<file path="src/rtl/fifo_pkg.sv">
// Shared constants and types for the synchronous FIFO and its read-side stream adapter.
package fifo_pkg;

    localparam int unsigned FIFO_WIDTH = 32;
    localparam int unsigned SKID_DEPTH = 3;

    typedef logic [1:0] buf_idx_t;
    typedef logic [1:0] buf_occ_t;

    // Circular increment over SKID_DEPTH entries.
    function automatic buf_idx_t idx_next(input buf_idx_t idx);
        return (idx == buf_idx_t'(SKID_DEPTH - 1)) ? buf_idx_t'(0) : idx + buf_idx_t'(1);
    endfunction

endpackage

</file>
<file path="src/rtl/fifo_rd_buf.sv">
// Three-entry circular output buffer with occupancy tracking; clear empties it in one cycle.
module fifo_rd_buf
    import fifo_pkg::*;
#(
    parameter int unsigned WIDTH = FIFO_WIDTH
) (
    input  logic             clock,
    input  logic             reset,
    input  logic             clear,
    input  logic             wr_en,
    input  logic [WIDTH-1:0] wr_data,
    input  logic             pop,
    output logic [WIDTH-1:0] head,
    output buf_occ_t         occ
);

    logic [WIDTH-1:0] mem_q [SKID_DEPTH];
    buf_idx_t         wr_idx_q;
    buf_idx_t         rd_idx_q;
    buf_occ_t         occ_q;

    always_ff @(posedge clock) begin
        if (reset) begin
            for (int i = 0; i < SKID_DEPTH; i++) begin
                mem_q[i] <= '0;
            end
            wr_idx_q <= '0;
            rd_idx_q <= '0;
            occ_q    <= '0;
        end else if (clear) begin
            wr_idx_q <= '0;
            rd_idx_q <= '0;
            occ_q    <= '0;
        end else begin
            if (wr_en) begin
                mem_q[wr_idx_q] <= wr_data;
                wr_idx_q        <= idx_next(wr_idx_q);
            end
            if (pop) begin
                rd_idx_q <= idx_next(rd_idx_q);
            end
            if (wr_en && !pop) begin
                occ_q <= occ_q + buf_occ_t'(1);
            end else if (!wr_en && pop) begin
                occ_q <= occ_q - buf_occ_t'(1);
            end
        end
    end

    assign head = mem_q[rd_idx_q];
    assign occ  = occ_q;

endmodule

</file>
<file path="src/rtl/fifo_rd_stream.sv">
// FIFO pop interface to valid/ready stream adapter with flush and transfer/drop statistics.
module fifo_rd_stream
    import fifo_pkg::*;
#(
    parameter int unsigned WIDTH     = FIFO_WIDTH,
    parameter int unsigned CNT_WIDTH = 16
) (
    input  logic                 clock,
    input  logic                 reset,
    output logic                 fifo_rd_en,
    input  logic [WIDTH-1:0]     fifo_rd_data,
    input  logic                 fifo_empty,
    output logic [WIDTH-1:0]     out_data,
    output logic                 out_valid,
    input  logic                 out_ready,
    input  logic                 flush,
    output logic [CNT_WIDTH-1:0] xfer_count,
    output logic [7:0]           drop_count
);

    logic                 inflight_q;
    logic                 discard_q;
    logic [CNT_WIDTH-1:0] xfer_q;
    logic [7:0]           drop_q;
    logic [7:0]           drop_d;
    buf_occ_t             occ;
    logic                 handshake;
    logic                 buf_wr;
    logic [2:0]           occ_pending;
    logic [2:0]           drop_inc;
    logic [8:0]           drop_sum;

    // Issue decision uses only registered occupancy, never out_ready.
    assign occ_pending = {1'b0, occ} + {2'b0, inflight_q};
    assign fifo_rd_en  = !reset && !flush && !fifo_empty && (occ_pending < 3'(SKID_DEPTH));
    assign out_valid   = (occ != '0);
    assign handshake   = out_valid && out_ready;
    assign buf_wr      = inflight_q && !discard_q && !flush;

    fifo_rd_buf #(
        .WIDTH (WIDTH)
    ) u_buf (
        .clock   (clock),
        .reset   (reset),
        .clear   (flush),
        .wr_en   (buf_wr),
        .wr_data (fifo_rd_data),
        .pop     (handshake),
        .head    (out_data),
        .occ     (occ)
    );

    // A flush drops every buffered word plus the one returning this cycle, except the one
    // leaving through a same-cycle handshake.
    always_comb begin
        drop_inc = {2'b0, inflight_q && discard_q};
        if (flush) begin
            drop_inc = occ_pending - 3'(handshake);
        end
        drop_sum = {1'b0, drop_q} + {6'b0, drop_inc};
        drop_d   = drop_sum[8] ? 8'hFF : drop_sum[7:0];
    end

    always_ff @(posedge clock) begin
        if (reset) begin
            inflight_q <= 1'b0;
            discard_q  <= 1'b0;
            xfer_q     <= '0;
            drop_q     <= '0;
        end else begin
            inflight_q <= fifo_rd_en;
            discard_q  <= flush && inflight_q;
            xfer_q     <= xfer_q + CNT_WIDTH'(handshake);
            drop_q     <= drop_d;
        end
    end

    assign xfer_count = xfer_q;
    assign drop_count = drop_q;

endmodule
</file>
<file path="config.mk">
export PLATFORM = sky130hd
export DESIGN_NAME = fifo_rd_stream
export DESIGN_NICKNAME = d
export VERILOG_FILES = /design/src/rtl/fifo_pkg.sv /design/src/rtl/fifo_rd_buf.sv /design/src/rtl/fifo_rd_stream.sv
export SDC_FILE = /design/constraint.sdc
export NUM_CORES = 1
export LEC_CHECK = 0
export ABC_AREA = 0
export ABC_CLOCK_PERIOD_IN_PS = 5900
export CAP_MARGIN = 20
export CORE_MARGIN = 2
export CORE_UTILIZATION = 40
export DETAILED_ROUTE_END_ITERATION = 8
export MAX_ROUTING_LAYER = met4
export SLEW_MARGIN = 25
export SYNTH_ARGS = -nofsm -noshare
export SYNTH_HDL_FRONTEND = slang
export SYNTH_SLANG_ARGS = --single-unit
</file>
<file path="constraint.sdc">
create_clock -name clock -period 5.9 [get_ports clock]
set_clock_uncertainty 0.2 [all_clocks]
set_input_delay 0.59 -clock clock [delete_from_list [all_inputs] [get_ports clock]]
set_output_delay 0.59 -clock clock [all_outputs]
set_load 0.1 [all_outputs]
</file>
* After elaboration in Yosys (flattened, before gate mapping)
Memory sizes are Yosys's and may differ from the RTL's. A register that Yosys moved wholly into a read port is not among the register bits.
Index checks and enable logic that the tools add are counted.
** Cells by class
- Mux-type cells :: 17
- $add $sub $neg :: 8
- Reductions and logical operators :: 20
- $lt $le $gt $ge :: 1
- Eq/ne operators :: 2
** Operators with widths (count)
- 32-bit 2-to-1 mux :: 1
- 32-bit OR reduction :: 1
- 16-bit by 1-bit adder with 16-bit output :: 1
- 2-bit 2-to-1 mux :: 7
- 1-bit logical AND :: 10
- 8-bit by 3-bit adder with 9-bit output :: 1
- 8-bit 2-to-1 mux :: 1
- 1-bit 2-to-1 mux :: 7
- 2-bit by 1-bit adder with 2-bit output, second input constant :: 3
- 1-bit zero test :: 6
- 2-bit == test, second input constant :: 2
- 2-bit nonzero test :: 2
- 2-bit by 1-bit adder with 3-bit output :: 1
- 3-bit by 2-bit < comparator with 1-bit output, second input constant :: 1
- 3-bit 2-to-1 mux :: 1
- 3-bit by 1-bit subtractor with 3-bit output :: 1
- 2-bit OR reduction :: 1
- 2-bit by 1-bit subtractor with 2-bit output, second input constant :: 1
** Storage, ports and cells
- Output and inout port bits :: 58
- Bits of input ports :: 37
- Word-level logic and storage cells :: 56
- Flip-flop bits (word level) :: 32
- Memories kept :: 1
- Bits in writable memories :: 96
** Memory list
- u_buf.mem_q :: words 3, width 32, read ports 1, clocked after Yosys merged registers in 1, write ports 3, RTL line fifo_rd_buf.sv:17 : logic [WIDTH-1:0] mem_q [SKID_DEPTH];

* Depth between registers and ports, before layout
- Word-level depth :: 9
- Mapped depth :: 11
- Mapped depth without buffers :: 11

* Cells and area by module
Synthesis repeated with hierarchy kept, for this count alone.
** Unflattened totals
- Cell total of the unflattened synthesis :: 486
- Area total of the unflattened synthesis :: 6944.2 µm²
** Modules (own cells, without submodules)
- fifo_rd_buf :: cells each 348, instances 1, sequential area each 4003.8 µm², area an instance 5649.2 µm²
- fifo_rd_stream :: cells each 138, instances 1, sequential area each 520.5 µm², area an instance 1295.0 µm²

* Least setup slack after synthesis
No wires, ideal clock.
- Kind :: input -> output
- Start point :: input port flush
- End point :: output port fifo_rd_en
- Arrival time :: 5.679 ns
- Cell stages on the path :: 3
- Buffers on the path :: 1
- Setup slack :: -0.569 ns
- Required time :: 5.110 ns
- Cell sequence :: or2_2 -> clkbuf_1 -> a2111oi_0
** On the way
- Longest elaborated chain between the ends :: 4
** Ends and longest elaborated chain
- start, declared :: RTL line fifo_rd_stream.sv:16 : input logic flush,
- 1-bit zero test :: RTL line fifo_rd_stream.sv:35 : assign fifo_rd_en = !reset && !flush && !fifo_empty && (occ_pending < 3'(SKID_DEPTH));
- 1-bit logical AND (3 in a row) :: RTL line fifo_rd_stream.sv:35
- end, declared :: RTL line fifo_rd_stream.sv:10 : output logic fifo_rd_en,
No other way between the ends.

==> impl_metrics.py <==
metrics = {
    "worst_setup_path": {
        "path_cells": "buf_4, mux4_2, clkdlybuf4s50_1",
        "cp-end-kind": "output port",
        "r2r-end": "drop_count[1]",
        "reg2reg_depth": 11,
        "r2r_slack_ps": 2940,
        "worst-path-buf-inv": 2,
        "crit_path_top_delay_cell": "clkdlybuf4s50_1",
        "arrival_ps": 3140,
        "r2r_start": "u_buf.occ[0]",
        "worstSetupPathType": "register to output port",
        "crit_required_ps": 5110,
        "critPathMaxFanout": 19,
        "cpPeakStageDelay_ps": 990,
        "critPathLaunchType": "register",
        "cpLargestDelayFamily": "buffers and inverters",
    },
    "cells_and_area": {
        "fill_cells": 1425,
        "layout_commonest_cell": "edfxtp_1",
        "fin_nets": 595,
        "instances_no_fill": 781,
        "drive_gt1_frac": 0.136,
        "layout_common_cells": "128 x edfxtp_1, 99 x and2_1, 94 x clkdlybuf4s50_1, 32 x mux4_2, 32 x dfxtp_1",
        "area.growth.synth_to_final_pct": 24.2,
    },
    "routing": {
        "ant_nets": 0,
        "first_iter_violations": 280,
        "first_pass_iters": 4,
        "totalWireLength_mm": 14.2,
        "drc": 0,
        "via_per_inst": 5.08,
        "vias": 3969,
        "wl_per_cell_um": 18.1,
    },
    "logic_synthesis": {
        "netlist_top_cells_area": "edfxtp_1 56%, mux4_2 10%, dfxtp_1 9.9%",
        "synth_xor_xnor_area_share": 0.0229,
        "synth_seq_cells": 162,
        "synth_area_per_cell_um2": 15.2,
        "syn-num-nets": 500,
        "synth_top_family_by_area": "simple AND/OR/NAND/NOR gates",
        "synthSimpleGateAreaFrac": 0.150,
        "synthMuxAreaShare": 0.109,
        "synth_top_area_cell": "edfxtp_1",
        "yosysWarnings": 0,
        "syn_inst": 452,
        "synth-seq-area-share": 0.656,
        "synth_compound_area_frac": 0.0194,
        "post-synth-top-area-fraction": 0.558,
        "synth.distinct_cells": 38,
        "synth_adder_area_share": 0.0211,
        "synthesis.area_um2": 6890,
    },
    "power": {
        "vdd_drop_max_uv": 211,
        "p_sw_mw": 0.590,
        "p_clk_frac": 0.401,
        "power_frac_comb": 0.089,
        "p_leak_nw": 3.04,
        "pwr-share-seq": 0.510,
        "p_int_mw": 1.90,
        "power_density_nw_per_um2": 291,
        "switching_share": 0.237,
    },
    "cts": {
        "numCtsBuffers": 17,
        "cts_tree": "built",
        "cts.clk_slew.worst_paths_ps": 60,
        "cts_setup_buffers": 0,
        "postCtsResizedCells": 0,
        "root_buffer": "clkbuf_16",
        "clock_sinks": 162,
        "clock_latency_ps": 420,
        "cts_hold_buf": 0,
        "h-tree-depth": 4,
        "cts_max_path_buffers": 2,
    },
    "global_route": {
        "grt_pass1_wl_mm": 22.4,
        "antenna_found_initial": 1,
        "grt_use_total": 0.170,
        "grt_pass1_vias": 4198,
        "grt_max_degree": 33,
        "grt.overflow.total": 0,
    },
    "timing": {
        "fin_crit_sh": 0.667,
        "hold_violations": 0,
        "fin_tns_setup_ps": 0,
        "period_minus_slack_ps": 3930,
        "drv_slew": 0,
        "rsz0062_at_grt": "no",
        "relSlewSlack": 0.310,
        "tightest_slew_ps": 1030,
        "finalSetupViolCount": 0,
        "max_freq_mhz": 254,
    },
    "worst_hold_path": {
        "min_from": "u_buf.rd_idx_q[1]",
        "holdPathStages": 2,
        "hold_path.class": "register to register",
    },
    "placement": {
        "place_inst": 748,
        "port_buffers": 94,
        "place_hpwl_mm": 8.38,
        "gp_congestion": 0.773,
    },
    "die": {
        "initial_core_util": 0.413,
        "dieArea_um2": 18300,
        "std_cell_rows": 47,
        "die_w_um": 135,
        "die_h_um": 135,
        "ios": 95,
        "coreArea_um2": 16700,
    },
    "flow_run": {
        "max_cap_viol_count": 0,
    },
    "run_status": {
        "status": "finished clean",
    },
}
## worst max path at each step
stage	startpoint	end	slack (ps)	cells past startpoint
CTS	register	out_data[31]	1870	3
detailed placement	reset	fifo_rd_en	1950	5
finish	register	out_data[31]	1970	3
floorplan	flush	fifo_rd_en	810	3
global placement	reset	fifo_rd_en	2010	5
global route	register	out_data[31]	1780	3
## per-stage QoR
step                power [mW]  worst slack, ps   util  hold slack, ps  area [µm²]
floorplan                 1.44              807      -             255        6890
global placement          1.51             2010  0.481             270        8030
detailed placement        1.52             1950  0.481             282        8030
CTS                       2.51             1870  0.512             291        8550
global route              2.57             1780  0.512             324        8560
finish                    2.49             1970  0.512             289        8560
## worst register-to-register path, delay by kind of cell, from the launching register on
kind | cells | cell delay (ps)
buffers and inverters | 1 | 130
XOR/XNOR | 1 | 150
AND/OR/NAND/NOR | 3 | 580
AO/OA/AOI/OAI | 3 | 680
flip-flops | 1 | 360
adder cells (fa/ha/maj) | 3 | 780
## layer usage
metal  part of all wire  global-route usage
met4             0.0086              0.0434
met3              0.059              0.0535
met2               0.49               0.268
met1               0.44               0.217
met5                  0                   -
## cell usage after synthesis
| library cell | instances |
|---|---|
| a2111oi_0 | 2 |
| a211o_1 | 1 |
| a21oi_1 | 13 |
| and2_1 | 99 |
| and3_1 | 5 |
| and4_1 | 2 |
| buf_1 | 2 |
| buf_2 | 7 |
| buf_4 | 1 |
| buf_6 | 3 |
| clkbuf_1 | 7 |
| clkbuf_2 | 3 |
| dfxtp_1 | 34 |
| edfxtp_1 | 128 |
| fa_1 | 1 |
| ha_1 | 10 |
| inv_1 | 6 |
| mux2i_1 | 3 |
| mux4_2 | 32 |
| nand2_1 | 13 |
| nand2b_1 | 2 |
| nand3_1 | 6 |
| nand4_1 | 6 |
| nand4b_1 | 1 |
| nor2_1 | 21 |
| nor2_2 | 2 |
| nor2b_1 | 4 |
| nor3_1 | 3 |
| nor3b_4 | 1 |
| nor4b_4 | 1 |
| o2111ai_1 | 2 |
| o21ai_0 | 4 |
| o21ai_1 | 1 |
| or2_2 | 4 |
| or3_1 | 3 |
| or3b_2 | 1 |
| xnor2_1 | 2 |
| xor2_1 | 16 |
## cell families (layout without fill, tap and decap cells)
logic type      after synthesis  in the layout
fa+ha+maj                    11             11
xor+xnor                     18             18
simple gates                174            174
other cells                   0              1
compound gates               23             23
flops                       162            162
mux                          35             35
buf+inv                      29            137
## final cells by class
class | instances | area [µm²] | share of cell area
Timing Repair Buffer | 99 | 978 | 0.114
Multi-Input combinational cell | 261 | 2220 | 0.260
Clock buffer | 19 | 433 | 0.0506
Tap cell | 220 | 275 | 0.0322
Sequential cell | 162 | 4530 | 0.529
Antenna cell | 1 | 2.50 | 0.000292
Inverter | 6 | 22.5 | 0.00263
Clock inverter | 13 | 93.8 | 0.0110
## power groups by stage
stage / clock (mW) / sequential, mW / combinational, mW
floorplan: 0 / 1.30 / 0.143
global placement: 0 / 1.29 / 0.223
detailed placement: 0 / 1.29 / 0.224
CTS: 1.02 / 1.27 / 0.225
global route: 1.07 / 1.27 / 0.232
finish: 0.996 / 1.27 / 0.222
## registers in the layout, indices dropped and copies added (netlist names), named ones only
register        cells
u_buf.occ           2
u_buf.wr_idx_q      2
u_buf.rd_idx_q      2
u_buf.mem_q       128
inflight_q          1
discard_q           1
xfer_count         16
drop_count          8
Note: power is estimated with default switching activity, not from simulation.
